==> config.mk <==
export PLATFORM = sky130hd
export DESIGN_NAME = note_sequencer
export DESIGN_NICKNAME = d
export VERILOG_FILES = /design/src/rtl/note_pkg.sv /design/src/rtl/note_sequencer_lfsr16.sv /design/src/rtl/note_sequencer.sv
export SDC_FILE = /design/constraint.sdc
export NUM_CORES = 1
export LEC_CHECK = 0
export BUFFER_PORTS_ARGS = -buffer_cell sky130_fd_sc_hd__buf_2
export CAP_MARGIN = 20
export CELL_PAD_IN_SITES_DETAIL_PLACEMENT = 2
export CELL_PAD_IN_SITES_GLOBAL_PLACEMENT = 2
export CORE_MARGIN = 3
export CORE_UTILIZATION = 27
export DETAILED_ROUTE_END_ITERATION = 10
export PLACE_DENSITY = 0.74
export SLEW_MARGIN = 20
export SYNTH_ARGS = -nofsm -noshare
export SYNTH_HDL_FRONTEND = slang
export SYNTH_SLANG_ARGS = --single-unit
==> constraint.sdc <==
create_clock -name CLOCK_25 -period 5.56 [get_ports CLOCK_25]
set_clock_uncertainty 0.2 [all_clocks]
set_input_delay 0.278 -clock CLOCK_25 [delete_from_list [all_inputs] [get_ports CLOCK_25]]
set_output_delay 0.278 -clock CLOCK_25 [all_outputs]
set_load 0.005 [all_outputs]
==> src/rtl/note_pkg.sv <==
// -----------------------------------------------------------------------------
// note_pkg
//   Shared definitions for the note sequencer:
//     - pattern width and the blank pattern
//     - LFSR feedback taps and the single-step LFSR function
//     - sequencer state encoding
//     - pattern shaping by difficulty level
// -----------------------------------------------------------------------------
package note_pkg;

    localparam int          PAT_W     = 4;
    localparam logic [3:0]  PAT_BLANK = 4'b0000;
    localparam logic [15:0] LFSR_TAPS = 16'hB400;

    typedef enum logic [1:0] {
        IDLE  = 2'd0,
        PRIME = 2'd1,
        RUN   = 2'd2,
        DONE  = 2'd3
    } seq_state_e;

    // One Galois step, shifting right; taps fold in when the bit shifted out is 1.
    function automatic logic [15:0] lfsr_next(input logic [15:0] v);
        logic [15:0] r;
        if (v[0]) begin
            r = (v >> 1) ^ LFSR_TAPS;
        end else begin
            r = v >> 1;
        end
        return r;
    endfunction

    // Number of set bits in a 4-bit lane mask.
    function automatic logic [2:0] popcount4(input logic [3:0] m);
        return {2'b00, m[0]} + {2'b00, m[1]} + {2'b00, m[2]} + {2'b00, m[3]};
    endfunction

    // Turns a freshly stepped LFSR value into a lane mask for the given level.
    // The result is never blank: an all-zero nibble falls back to one-hot.
    function automatic logic [3:0] shape_pattern(input logic [1:0]  level,
                                                 input logic [15:0] l);
        logic [3:0] onehot;
        logic [3:0] m;
        logic [3:0] rest;
        logic [3:0] r;
        onehot = 4'b0001 << l[1:0];
        m      = l[3:0];
        // rest is m with its lowest set bit removed; x & -x isolates the lowest bit.
        rest   = m & (m - 4'd1);
        case (level)
            2'd0: begin
                r = onehot;
            end
            2'd1: begin
                if (m == 4'd0) begin
                    r = onehot;
                end else if (popcount4(m) > 3'd2) begin
                    r = (m & (~m + 4'd1)) | (rest & (~rest + 4'd1));
                end else begin
                    r = m;
                end
            end
            default: begin
                if (m == 4'd0) begin
                    r = onehot;
                end else begin
                    r = m;
                end
            end
        endcase
        return r;
    endfunction

endpackage

==> src/rtl/note_sequencer_lfsr16.sv <==
// -----------------------------------------------------------------------------
// lfsr16
//   16-bit Galois LFSR that advances only when asked to.
//   Ports:
//     CLOCK_25  in   system clock
//     reset     in   synchronous active-high reset; loads seed
//     load      in   reload seed (wins over step)
//     seed      in   16-bit seed value, must be nonzero
//     step      in   advance one LFSR step
//     value     out  current register contents
// -----------------------------------------------------------------------------
module lfsr16
    import note_pkg::*;
(
    input  logic        CLOCK_25,
    input  logic        reset,
    input  logic        load,
    input  logic [15:0] seed,
    input  logic        step,
    output logic [15:0] value
);

    logic [15:0] value_q;
    logic [15:0] value_d;

    // Next LFSR value: reload, advance, or hold.
    always_comb begin
        value_d = value_q;
        if (load) begin
            value_d = seed;
        end else if (step) begin
            value_d = lfsr_next(value_q);
        end else begin
            value_d = value_q;
        end
    end

    // LFSR register.
    always_ff @(posedge CLOCK_25) begin
        if (reset) begin
            value_q <= seed;
        end else begin
            value_q <= value_d;
        end
    end

    assign value = value_q;

endmodule

==> src/rtl/note_sequencer.sv <==
// -----------------------------------------------------------------------------
// note_sequencer
//   Feeds lane-mask patterns to N_ROWS falling-note instances. Each row holds
//   its pattern steady until the instance signals (rising edge on req) that it
//   consumed it; the row is then refilled from an LFSR shaped by level.
//   After SONG_LEN consumed patterns, requesting rows are blanked instead.
//   Ports:
//     CLOCK_25      in   system clock
//     reset         in   synchronous active-high reset
//     start         in   begin/restart a song from IDLE or DONE
//     level         in   difficulty 0..3
//     req           in   per-row consumption strobe (rising edge counts)
//     command_out   out  row i pattern at [4i+3:4i]
//     busy          out  high while priming or running
//     song_done     out  high once the song has ended
//     notes_issued  out  patterns consumed this song (saturating)
// -----------------------------------------------------------------------------
module note_sequencer
    import note_pkg::*;
#(
    parameter int          N_ROWS   = 3,
    parameter int          SONG_LEN = 64,
    parameter logic [15:0] SEED     = 16'hACE1
)(
    input  logic                    CLOCK_25,
    input  logic                    reset,
    input  logic                    start,
    input  logic [1:0]              level,
    input  logic [N_ROWS-1:0]       req,
    output logic [PAT_W*N_ROWS-1:0] command_out,
    output logic                    busy,
    output logic                    song_done,
    output logic [7:0]              notes_issued
);

    localparam int                ROW_W    = (N_ROWS > 1) ? $clog2(N_ROWS) : 1;
    localparam logic [ROW_W-1:0]  LAST_ROW = ROW_W'(N_ROWS - 1);
    localparam logic [N_ROWS-1:0] ROW_ONE  = N_ROWS'(1'b1);
    localparam logic [7:0]        SONG_END = 8'(SONG_LEN);

    seq_state_e                state_q, state_d;
    logic [PAT_W*N_ROWS-1:0]   cmd_q, cmd_d;
    logic [N_ROWS-1:0]         pending_q, pending_d;
    logic [N_ROWS-1:0]         req_q, req_d;
    logic [7:0]                count_q, count_d;
    logic [ROW_W-1:0]          prime_idx_q, prime_idx_d;
    logic                      busy_q, busy_d;
    logic                      done_q, done_d;

    logic                      lfsr_load_s;
    logic                      lfsr_step_s;
    logic [15:0]               lfsr_value_s;
    logic [15:0]               lfsr_peek_s;
    logic [3:0]                new_pat_s;
    logic [N_ROWS-1:0]         edge_s;
    logic                      svc_valid_s;
    logic [N_ROWS-1:0]         svc_onehot_s;
    logic [ROW_W-1:0]          svc_idx_s;

    lfsr16 u_lfsr (
        .CLOCK_25 (CLOCK_25),
        .reset    (reset),
        .load     (lfsr_load_s),
        .seed     (SEED),
        .step     (lfsr_step_s),
        .value    (lfsr_value_s)
    );

    // Candidate pattern, request edges and the lowest-index pending row.
    always_comb begin
        // The pattern is shaped from the value the LFSR will hold after this step.
        lfsr_peek_s  = lfsr_next(lfsr_value_s);
        new_pat_s    = shape_pattern(level, lfsr_peek_s);
        edge_s       = req & ~req_q;
        svc_valid_s  = |pending_q;
        svc_onehot_s = pending_q & (~pending_q + ROW_ONE);
        svc_idx_s    = {ROW_W{1'b0}};
        for (int i = 0; i < N_ROWS; i++) begin
            svc_idx_s = svc_idx_s | (svc_onehot_s[i] ? ROW_W'(i) : {ROW_W{1'b0}});
        end
    end

    // Sequencer next-state: priming, servicing pending rows, song end.
    // Service reads only registered pending bits, so a row's old pattern is
    // still visible on the edge after the one that latched its request.
    always_comb begin
        state_d     = state_q;
        cmd_d       = cmd_q;
        pending_d   = pending_q;
        req_d       = req;
        count_d     = count_q;
        prime_idx_d = prime_idx_q;
        lfsr_load_s = 1'b0;
        lfsr_step_s = 1'b0;

        case (state_q)
            IDLE: begin
                if (start) begin
                    state_d     = PRIME;
                    count_d     = 8'd0;
                    pending_d   = {N_ROWS{1'b0}};
                    prime_idx_d = {ROW_W{1'b0}};
                    lfsr_load_s = 1'b1;
                end else begin
                    state_d = IDLE;
                end
            end
            PRIME: begin
                cmd_d[prime_idx_q*PAT_W +: PAT_W] = new_pat_s;
                lfsr_step_s = 1'b1;
                if (prime_idx_q == LAST_ROW) begin
                    state_d     = RUN;
                    prime_idx_d = {ROW_W{1'b0}};
                end else begin
                    prime_idx_d = prime_idx_q + ROW_W'(1);
                end
            end
            RUN: begin
                pending_d = (pending_q & ~svc_onehot_s) | edge_s;
                if (count_q == SONG_END) begin
                    // Song is complete: blank instead of issuing, no LFSR step.
                    state_d = DONE;
                    if (svc_valid_s) begin
                        cmd_d[svc_idx_s*PAT_W +: PAT_W] = PAT_BLANK;
                    end else begin
                        cmd_d = cmd_q;
                    end
                end else if (svc_valid_s) begin
                    cmd_d[svc_idx_s*PAT_W +: PAT_W] = new_pat_s;
                    lfsr_step_s = 1'b1;
                    count_d     = count_q + 8'd1;
                end else begin
                    count_d = count_q;
                end
            end
            DONE: begin
                if (start) begin
                    state_d     = PRIME;
                    count_d     = 8'd0;
                    pending_d   = {N_ROWS{1'b0}};
                    prime_idx_d = {ROW_W{1'b0}};
                    lfsr_load_s = 1'b1;
                end else begin
                    pending_d = (pending_q & ~svc_onehot_s) | edge_s;
                    if (svc_valid_s) begin
                        cmd_d[svc_idx_s*PAT_W +: PAT_W] = PAT_BLANK;
                    end else begin
                        cmd_d = cmd_q;
                    end
                end
            end
            default: begin
                state_d = IDLE;
            end
        endcase

        busy_d = (state_d == PRIME) || (state_d == RUN);
        done_d = (state_d == DONE);
    end

    // Sequencer registers; reset overrides any in-flight service.
    always_ff @(posedge CLOCK_25) begin
        if (reset) begin
            state_q     <= IDLE;
            cmd_q       <= {(PAT_W*N_ROWS){1'b0}};
            pending_q   <= {N_ROWS{1'b0}};
            req_q       <= {N_ROWS{1'b0}};
            count_q     <= 8'd0;
            prime_idx_q <= {ROW_W{1'b0}};
            busy_q      <= 1'b0;
            done_q      <= 1'b0;
        end else begin
            state_q     <= state_d;
            cmd_q       <= cmd_d;
            pending_q   <= pending_d;
            req_q       <= req_d;
            count_q     <= count_d;
            prime_idx_q <= prime_idx_d;
            busy_q      <= busy_d;
            done_q      <= done_d;
        end
    end

    assign command_out  = cmd_q;
    assign busy         = busy_q;
    assign song_done    = done_q;
    assign notes_issued = count_q;

endmodule

Yosys cells after proc, flatten, opt, wreduce, memory -nomap -nowiden
Cells that the tools add are included. W data, S select, Z words.

Input port bits: 8. Logic and storage cells: 107. Flip-flop bits (word level): 48.

Shifts and indexed selects: 6. Bitwise operators: 15. $lt $le $gt $ge: 1. Reductions and logical operators: 15. Multiplexer cells: 35. Eq/ne operators: 15. Add/sub/neg operators: 11.

Operators by type and width (count): $neg A4 Y34 (2); $shift A4 B34 Y12 const A (2); $shiftx A4 B34 Y12 (2); $mux W12 (4); $bwmux W12 (3); $pmux W12 S3 (1); $shiftx A4 B34 Y12 const A (1); $mux W8 (3); $mux W16 (1); $pmux W8 S2 (1); $and A4 B4 Y4 (3); $mux W2 (6); $mux W4 (3); $eq A2 B2 Y1 const B (5); $and A3 B3 Y3 (3); $not A3 Y3 (3); $pmux W3 S3 (1); $add A4 B1 Y4 const B (2); $add A8 B1 Y8 const B (1); $eq A8 B7 Y1 const B (1); $ne A2 B2 Y1 const B (4); $not A4 Y4 (2); $pmux W2 S4 (1); $pmux W4 S2 (1); other kinds (29) (42).

Depth between registers and ports, before layout
Gate-level depths: netlist of the first run.

Depth in word-level cells: 16. Gate-level depth with buffers: 10. Mapped depth without buffers: 9.

Hierarchy
Synthesis of the first run repeated with hierarchy kept, for this count alone.

Cells, all modules: 285. Area total of the unflattened synthesis: 2768.9 sq um.

By module, submodules not included: note_sequencer (area an instance 2005.7 sq um, instances 1, seq. area each 640.6 sq um, cells each 247); lfsr16 (area an instance 763.2 sq um, instances 1, seq. area each 480.5 sq um, cells each 38).

Worst setup path after synthesis of the first run
No wires, ideal clock.

Path kind: flip-flop to flip-flop. Start: register u_lfsr.value_q[2], in the netlist u_lfsr.value[2]. End: register with a tool-made name. Path slack: 2785 ps. Clock period less this slack: 2775 ps. Stages on the path, launching flop included: 9. Data arrival time: 2504 ps. Setup time: 71 ps. Required time: 5289 ps. Path through: dfxtp_1 > fa_1 > ha_1 > ha_1 > nor3b_1 > or4_1 > a31o_2 > nand2b_1 > a21oi_1.

RTL lines: start: declaration (RTL line note_sequencer_lfsr16.sv:23) `logic [15:0] value_q;`; start signal: assignment (RTL line note_sequencer_lfsr16.sv:43) `value_q <= value_d;`.

==> impl_metrics.json, run 1 <==
{
  "hold_viol_final": 1,
  "cap_violations": 0,
  "clk_pin_slew_worst_paths_ns": 0.09,
  "area_growth_pct": 12.77,
  "place_area_sq_um": 2987,
  "period_needed_ns": 2.986,
  "hpwlAfterDp_microns": 5402,
  "synthTopCellsByCount": "dfxtp_1 (48), nand2_1 (35), nor2_1 (32)",
  "ir_drop_uv": 93.81,
  "dieHeight_microns": 106.8,
  "yosys.area.top_type": "dfxtp_1",
  "postLayoutCellArea_sq_um": 3094,
  "violations": "hold timing",
  "worstHoldStart": "req[1]",
  "fillers": 1181,
  "cp_cell_sequence": "fa_1 -> ha_1 -> ha_1 -> nor3b_1 -> or4_1 -> a31o_2 -> nand2b_1 -> a21oi_1",
  "required_ns": 5.60,
  "cts_tree": "built",
  "yosys_warnings": 0,
  "path_max_fanout": 11,
  "reg2reg_from": "u_lfsr.value[2]$_SDFFE_PP0P_",
  "gp_congestion": 0.7564,
  "synth_cells": 322,
  "netlist_top_cells_area": "dfxtp_1 (35%), ha_1 (10%), nand2_1 (4.8%)",
  "vias": 2338,
  "ys_types": 59,
  "critPathMaxStageDelay_ns": 0.56,
  "root_buffer": "clkbuf_8",
  "setup_viol": 0,
  "r2r_slack_ns": 2.57,
  "rows": 36,
  "post-synth-top-count-cell": "dfxtp_1",
  "cpMostUsedCell": "ha_1",
  "hold_buffers": 0,
  "detail_route.wl_per_cell_microns": 14.82,
  "fin_crit_sh_pct": 53.70,
  "cp_slowest_cell": "dfxtp_1",
  "grt_pass1_wl_microns": 12140,
  "status": "finished with violations",
  "cp.arrival_ns": 3.02,
  "dr.pass1.iters": 4,
  "pin_count": 30,
  "num-nets-final": 377,
  "relSlewSlack_pct": 58.45,
  "track_usage_pct": 13.11,
  "antenna_cells": 0,
  "grt_start_max_net_pins": 35,
  "max_freq_ghz": 0.3349,
  "p_leak_nw": 1.157,
  "hold_path.class": "in -> reg",
  "min_path_cells": 2,
  "synth.top_cell.area_share_pct": 35.02,
  "synth_area_per_cell_sq_um": 8.521,
  "remaining_drc_errors": 0,
  "fin_ws_ns": 2.574,
  "port_buffers": 29,
  "grt_overflow": 0,
  "first_global_vias": 2408,
  "vias_per_cell": 4.881,
  "maxSlewViolCount": 0,
  "htreeDepth": 2,
  "cts_sinks": 48,
  "pre_cts_ws_ns": 2.568,
  "worstMarginPinSlew_ns": 0.6232,
  "antenna_found_initial": 0,
  "worstSetupEndpointType": "register",
  "synth_edf_count": 0,
  "ff2ff_path_depth": 8,
  "synth_area_sq_um": 2744,
  "first_iter_violations": 114,
  "cellPowerDensity_nw_per_um2": 216.6,
  "postRouteAntennaNets": 0,
  "die_area_sq_um": 11410,
  "crit_path_start_kind": "register",
  "die_x_microns": 106.8,
  "synth_flop_cell": "dfxtp_1",
  "hold_slack_ns": -0.001956,
  "core_sq_um": 9819,
  "clockBufferDepth": 2,
  "yosys_register_bits": 48,
  "fin_total_pwr_w": 0.0006701,
  "cts_setup_buffers": 0,
  "path_class": "reg -> reg",
  "postCtsResizedCells": 0,
  "syn_nets": 354,
  "start_util_pct": 27.94,
  "drt_wl_total_microns": 7101,
  "ys_seq_area_share_pct": 35.02,
  "min_to": "req_q[1]$_SDFF_PP0_",
  "cts_inserted_buffers": 5,
  "rsz0062_at_grt": "no",
  "async_flop_share_pct": 0,
  "clk_latency_ns": 0.30,
  "fin_setup_tns_ns": 0,
  "drive_gt1_share_pct": 15.03
}
per-layer routing:
layer | part of all wire [%] | up-vias | track usage [%]
met3 | 2.7 | 6 | 3.010
met2 | 46 | 29 | 21.27
met1 | 50 | 1137 | 17.69
met4 | 1.1 | 0 | 3.105
met5 | 0 | - | 0
li1 | - | 1166 | -
logic make-up after synthesis:
family,Yosys count,synth area share [%]
AO/OA/AOI/OAI,73,19.70
XOR/XNOR,9,2.873
adder cells (fa/ha/maj),24,11.22
buffers and inverters,33,5.244
flip-flops,48,35.02
multiplexers,2,0.8207
AND/OR/NAND/NOR,133,25.13
power breakdown:
| group | switching, W | internal (W) |
|---|---|---|
| Combinational | 0.0000370 | 0.0000223 |
| Sequential | 0.00000469 | 0.000350 |
| Clock | 0.000122 | 0.000134 |
| Total | 0.000164 | 0.000506 |
how the worst max path moves through the flow:
stage / startpoint / endpoint / slack (ns) / depth (start not counted)
floorplan: u_lfsr.value[2]$_SDFFE_PP0P_ / register / 2.79 / 8
global placement: u_lfsr.value[2]$_SDFFE_PP0P_ / register / 2.65 / 8
detailed placement: u_lfsr.value[2]$_SDFFE_PP0P_ / register / 2.57 / 8
CTS: u_lfsr.value[2]$_SDFFE_PP0P_ / register / 2.55 / 8
global route: u_lfsr.value[2]$_SDFFE_PP0P_ / register / 2.24 / 8
finish: u_lfsr.value[2]$_SDFFE_PP0P_ / register / 2.57 / 8
cells in the final DEF (no fill, tap or decap), types with 2 or more instances in the layout:
cell type / count
xnor2_1: 9
nor3_1: 7
nand3b_1: 3
or3_1: 2
nor2_1: 32
mux2_2: 2
nor2b_1: 14
a32oi_1: 4
dfxtp_1: 48
a31oi_1: 3
nor3b_1: 2
or2_2: 2
nand4_1: 2
nand2_1: 35
o21ai_0: 9
a22oi_1: 2
ha_1: 23
nand2b_1: 11
a21oi_1: 22
buf_2: 29
o221a_4: 2
inv_1: 20
clkbuf_8: 5
o221ai_1: 2
a211oi_2: 2
a21o_1: 2
o32ai_1: 9
o211ai_1: 3
o21bai_1: 2
nand3_1: 9
per-stage QoR:
| stage | hold WS [ns] | utilization, % | instances |
|---|---|---|---|
| final | -0.001956 | 31.51 | 479 |
| after CTS | 0.001915 | 31.51 | 479 |
| after detailed placement | 0.2526 | 30.42 | 471 |
| after global placement | 0.2422 | 30.42 | 471 |
| after global routing | 0.003491 | 31.51 | 479 |
| after floorplan | 0.2062 | - | 322 |
worst max-delay path, delay by kind of cell (launching register included):
kind / cells / cell delay, ns
DFF: 1 / 0.56
AOI/OAI and AO/OA: 2 / 0.40
adders and majority gates: 3 / 0.96
and+or+nand+nor: 3 / 0.80
final cells by class:
class | instances | area (sq um) | share of cell area, %
Clock buffer | 6 | 72.57 | 2.345
Clock inverter | 2 | 35.03 | 1.132
Inverter | 20 | 75.07 | 2.426
Multi-Input combinational cell | 241 | 1639 | 52.97
Sequential cell | 48 | 960.9 | 31.06
Tap cell | 133 | 166.4 | 5.378
Timing Repair Buffer | 29 | 145.1 | 4.691
Power figures use the tool's default switching activity.
==> run 2: changes to the inputs <==
==> constraint.sdc (replaced) <==
create_clock -name CLOCK_25 -period 3.05 [get_ports CLOCK_25]
set_clock_uncertainty 0.2 [all_clocks]
set_input_delay 0.1525 -clock CLOCK_25 [delete_from_list [all_inputs] [get_ports CLOCK_25]]
set_output_delay 0.1525 -clock CLOCK_25 [all_outputs]
set_load 0.005 [all_outputs]
==> run 2 against run 1 <==
Net effect: the run now ends clean; global-route usage increased by 1.2 points; clock power increased by 75%; maximum frequency up 7.0%; highest routed layer unchanged.
==> impl_metrics.json, run 2 (synthesis gave the netlist of run 1 again) <==
{
  "hold_buffers": 3,
  "top_layer_used": "met4",
  "antenna_found_initial": 0,
  "dr.pass1.iters": 4,
  "p_int_w": 0.0009189,
  "area_growth_pct": 15.18,
  "ff2ff_path_depth": 6,
  "vias_per_cell": 4.918,
  "grt_pass1_wl_microns": 13210,
  "first_global_vias": 2604,
  "hpwlAfterDp_microns": 5644,
  "grt_overflow": 0,
  "crit_path_start_kind": "register",
  "ir_drop_uv": 157.3,
  "cts_tree": "built",
  "postRouteAntennaNets": 0,
  "first_iter_violations": 92,
  "fin_crit_sh_pct": 91.51,
  "fin_setup_tns_ns": 0,
  "core_sq_um": 9819,
  "p_leak_nw": 1.197,
  "clockBufferDepth": 2,
  "drive_gt1_share_pct": 16.15,
  "max_freq_ghz": 0.3583,
  "dieHeight_microns": 106.8,
  "reg2reg_from": "state_q[0]$_SDFF_PP0_",
  "gp_congestion": 0.7256,
  "final_common_cell": "dfxtp_1",
  "relSlewSlack_pct": 59.49,
  "path_class": "reg -> reg",
  "combPwrFrac_pct": 9.5,
  "fin_total_pwr_w": 0.001210,
  "wl_met2_microns": 3658,
  "min_to": "prime_idx_q[1]$_SDFFE_PP0P_",
  "cts_setup_buffers": 0,
  "cts_inserted_buffers": 5,
  "cap_violations": 0,
  "wl_met3_microns": 202,
  "worstHoldStart": "reset",
  "vias": 2390,
  "switchingPower_w": 0.0002913,
  "remaining_drc_errors": 0,
  "port_buffers": 29,
  "pin_count": 30,
  "setup_viol": 0,
  "clk_latency_ns": 0.30,
  "detail_route.wl_per_cell_microns": 15.68,
  "rows": 36,
  "htreeDepth": 2,
  "power_frac_seq_pct": 53.4,
  "swShare_pct": 24.07,
  "cp.arrival_ns": 2.79,
  "status": "finished, final reports clean",
  "hold_slack_ns": 0.1428,
  "die_area_sq_um": 11410,
  "maxSlewViolCount": 0,
  "track_usage_pct": 14.33,
  "start_util_pct": 27.94,
  "hold_path.class": "in -> reg",
  "worstMarginPinSlew_ns": 0.6077,
  "clk_pin_slew_worst_paths_ns": 0.09,
  "cellPowerDensity_nw_per_um2": 382.9,
  "hold_viol_final": 0,
  "period_needed_ns": 2.791,
  "grt_start_max_net_pins": 35,
  "met1Wirelength_microns": 3656,
  "num-nets-final": 386,
  "die_x_microns": 106.8,
  "postCtsResizedCells": 0,
  "path_max_fanout": 14,
  "ff_latch_area_sq_um": 960.9,
  "cts_sinks": 48,
  "r2r_slack_ns": 0.26,
  "root_buffer": "clkbuf_8",
  "rsz0062_at_grt": "no",
  "clkPwrFrac_pct": 37.1,
  "multi_input_area_sq_um": 1639,
  "drt_wl_total_microns": 7620,
  "worstSetupEndpointType": "register",
  "min_path_cells": 2,
  "required_ns": 3.05,
  "final_cell_mix": "dfxtp_1 (48), nand2_1 (35), nor2_1 (32)",
  "antenna_cells": 0,
  "fillers": 1162
}
-- run 2: final cells by class --
cell class | instances | share of cell area (%)
sequential | 48 | 30.40
tap | 133 | 5.265
timing repair buffer | 38 | 6.968
clock inverter | 1 | 0.9501
inverter | 20 | 2.375
multi-input combinational | 241 | 51.86
clock buffer | 5 | 2.177
-- run 2: worst max-delay path: stages (launching register included) --
cell,delay [ns]
dfxtp_1,0.40
inv_1,0.08
ha_1,0.37
or2_0,0.48
nor4_1,0.48
o221ai_1,0.34
o32ai_1,0.34
-- run 2: how the worst max path moves through the flow --
stage	slack, ns	startpoint	end	depth (start not counted)
final	0.26	state_q[0]$_SDFF_PP0_	register	6
after global routing	0.06	state_q[0]$_SDFF_PP0_	register	6
after floorplan	0.28	u_lfsr.value[2]$_SDFFE_PP0P_	register	8
after detailed placement	0.28	u_lfsr.value[1]$_SDFFE_PP0P_	register	8
after global placement	0.36	u_lfsr.value[1]$_SDFFE_PP0P_	register	8
after CTS	0.23	state_q[0]$_SDFF_PP0_	register	6
-- run 2: per-layer routing --
layer	track usage, %	vias to the layer above
li1	-	1181
met1	18.66	1165
met4	3.470	0
met5	0	-
met2	24.55	33
met3	2.589	11
-- run 2: per-stage QoR --
step	std cells	utilization, %	area (sq um)	setup slack [ns]
floorplan	322	-	2744	0.2752
global placement	477	30.87	3032	0.3622
CTS	486	32.19	3161	0.2346
detailed placement	477	30.87	3032	0.2794
finish	486	32.19	3161	0.2589
global route	486	32.19	3161	0.06384
-- run 2: power groups by stage --
stage / Sequential (W) / Combinational [W] / Clock, W
floorplan: 0.000660 / 0.0000764 / 0
global placement: 0.000660 / 0.000108 / 0
detailed placement: 0.000661 / 0.000112 / 0
CTS: 0.000647 / 0.000118 / 0.000466
global route: 0.000649 / 0.000131 / 0.000493
finish: 0.000646 / 0.000115 / 0.000448
==> run 3: changes to the inputs <==
--- a/config.mk
+++ b/config.mk
@@ -13,6 +13,7 @@
 export CORE_UTILIZATION = 27
 export DETAILED_ROUTE_END_ITERATION = 10
 export PLACE_DENSITY = 0.74
+export RECOVER_POWER = 100
 export SLEW_MARGIN = 20
 export SYNTH_ARGS = -nofsm -noshare
 export SYNTH_HDL_FRONTEND = slang
==> run 3 against run 2 <==
Net effect: critical path depth unchanged; setup slack better by 0.017 ns; sequential share of layout area up 0.45 points; largest power group unchanged; largest cell class unchanged; clock power about the same; clock-buffer cell count unchanged; critical path type unchanged.
==> impl_metrics.json, run 3 (synthesis gave the netlist of run 1 again) <==
{
  "final_common_cell": "dfxtp_1",
  "switchingPower_w": 0.0002909,
  "required_ns": 3.05,
  "cts_setup_buffers": 0,
  "worstSetupEndpointType": "register",
  "antenna_found_initial": 0,
  "remaining_drc_errors": 0,
  "clockBufferDepth": 2,
  "hold_path.class": "in -> reg",
  "cap_violations": 0,
  "min_to": "prime_idx_q[1]$_SDFFE_PP0P_",
  "drive_gt1_share_pct": 10.48,
  "port_buffers": 29,
  "postRouteAntennaNets": 0,
  "swShare_pct": 24.07,
  "grt_start_max_net_pins": 35,
  "clkPwrFrac_pct": 37.1,
  "p_int_w": 0.0009173,
  "gp_congestion": 0.7256,
  "pre_cts_ws_ns": 0.2794,
  "die_area_sq_um": 11410,
  "worstHoldStart": "reset",
  "multi_input_area_sq_um": 1615,
  "cts_inserted_buffers": 5,
  "critPathBufInv": 1,
  "final_cell_mix": "dfxtp_1 (48), nand2_1 (35), nor2_1 (32)",
  "max_freq_ghz": 0.3604,
  "path_max_fanout": 14,
  "cellPowerDensity_nw_per_um2": 387.9,
  "period_needed_ns": 2.775,
  "combPwrFrac_pct": 9.4,
  "postLayoutCellArea_sq_um": 3114,
  "reg2reg_from": "state_q[0]$_SDFF_PP0_",
  "drt_wl_total_microns": 7608,
  "crit_path_start_kind": "register",
  "r2r_slack_ns": 0.28,
  "core_sq_um": 9819,
  "grt_overflow": 0,
  "min_path_cells": 2,
  "ff_latch_area_sq_um": 960.9,
  "place_area_sq_um": 3032,
  "dieHeight_microns": 106.8,
  "cp.arrival_ns": 2.78,
  "crit_family": "simple AND/OR/NAND/NOR gates",
  "fin_ws_ns": 0.2755,
  "pin_count": 30,
  "num-nets-final": 386,
  "detail_route.wl_per_cell_microns": 15.65,
  "htreeDepth": 2,
  "area_growth_pct": 13.50,
  "relSlewSlack_pct": 33.70,
  "fillers": 1176,
  "vias_per_cell": 4.947,
  "start_util_pct": 27.94,
  "ff2ff_path_depth": 6,
  "maxSlewViolCount": 0,
  "power_frac_seq_pct": 53.5,
  "cp_slowest_cell": "or2_0",
  "hold_slack_ns": 0.1430,
  "clk_pin_slew_worst_paths_ns": 0.09,
  "grt_pass1_wl_microns": 13210,
  "vias": 2404,
  "die_x_microns": 106.8,
  "rsz0062_at_grt": "no",
  "p_leak_nw": 1.128,
  "first_global_vias": 2604,
  "cts_tree": "built",
  "critPathMaxStageDelay_ns": 0.48,
  "fin_setup_tns_ns": 0,
  "clk_latency_ns": 0.30,
  "rows": 36,
  "status": "finished, final reports clean",
  "hpwlAfterDp_microns": 5644,
  "fin_crit_sh_pct": 90.97,
  "first_iter_violations": 84,
  "track_usage_pct": 14.33,
  "path_class": "reg -> reg",
  "worstMarginPinSlew_ns": 0.9878,
  "hold_viol_final": 0,
  "setup_viol": 0,
  "dr.pass1.iters": 4,
  "root_buffer": "clkbuf_8",
  "ir_drop_uv": 157.2,
  "cts_sinks": 48,
  "cp_cell_sequence": "inv_1 -> ha_1 -> or2_0 -> nor4_1 -> o221ai_1 -> o32ai_1",
  "antenna_cells": 0
}
run 3: worst reg2reg max path, delay by kind of cell (launching register included):
| family | cells | cell delay [ns] |
|---|---|---|
| and+or+nand+nor | 2 | 0.96 |
| AOI/OAI and AO/OA | 2 | 0.67 |
| DFF | 1 | 0.40 |
| adders and majority gates | 1 | 0.36 |
| buffers and inverters | 1 | 0.08 |
run 3: repair_timing:
action                                 in CTS  in global routing
endpoints found under the hold margin       6                  0
hold buffers                                3                  0
gates resized for setup                     0                  0
run 3: worst max-delay path by stage:
stage / startpoint / to / slack (ns) / cells past startpoint
3_5_place_dp: u_lfsr.value[1]$_SDFFE_PP0P_ / register / 0.28 / 8
3_3_place_gp: u_lfsr.value[1]$_SDFFE_PP0P_ / register / 0.36 / 8
4_1_cts: state_q[0]$_SDFF_PP0_ / register / 0.23 / 6
2_1_floorplan: u_lfsr.value[2]$_SDFFE_PP0P_ / register / 0.28 / 8
6_report: state_q[0]$_SDFF_PP0_ / register / 0.28 / 6
5_1_grt: state_q[0]$_SDFF_PP0_ / register / 0.06 / 7
run 3: stage by stage:
stage | utilization, % | total power [W] | cells
floorplan | - | 0.0007361 | 322
global placement | 30.87 | 0.0007683 | 477
detailed placement | 30.87 | 0.0007726 | 477
CTS | 32.19 | 0.001230 | 486
global route | 31.72 | 0.001271 | 486
finish | 31.72 | 0.001208 | 486
run 3: power by group through the flow:
stage,logic [W],clock network [W],registers [W]
CTS,0.000118,0.000466,0.000647
detailed placement,0.000112,0,0.000661
finish,0.000113,0.000448,0.000646
global route,0.000129,0.000493,0.000649
global placement,0.000108,0,0.000660
floorplan,0.0000764,0,0.000660
run 3: metal layers:
metal	global-route usage, %	vias up	routed length (microns)
li1	-	1178	-
met1	18.66	1182	3645
met2	24.55	33	3653
met3	2.589	11	207
met4	3.470	0	101
met5	0	-	0
run 3: final cells by class:
cell class                      count  share of cell area [%]
Clock buffer                        5                   2.210
Tap cell                          133                   5.344
Timing Repair Buffer               38                   6.348
Sequential cell                    48                   30.86
Multi-Input combinational cell    241                   51.87
Clock inverter                      1                  0.9642
Inverter                           20                   2.411
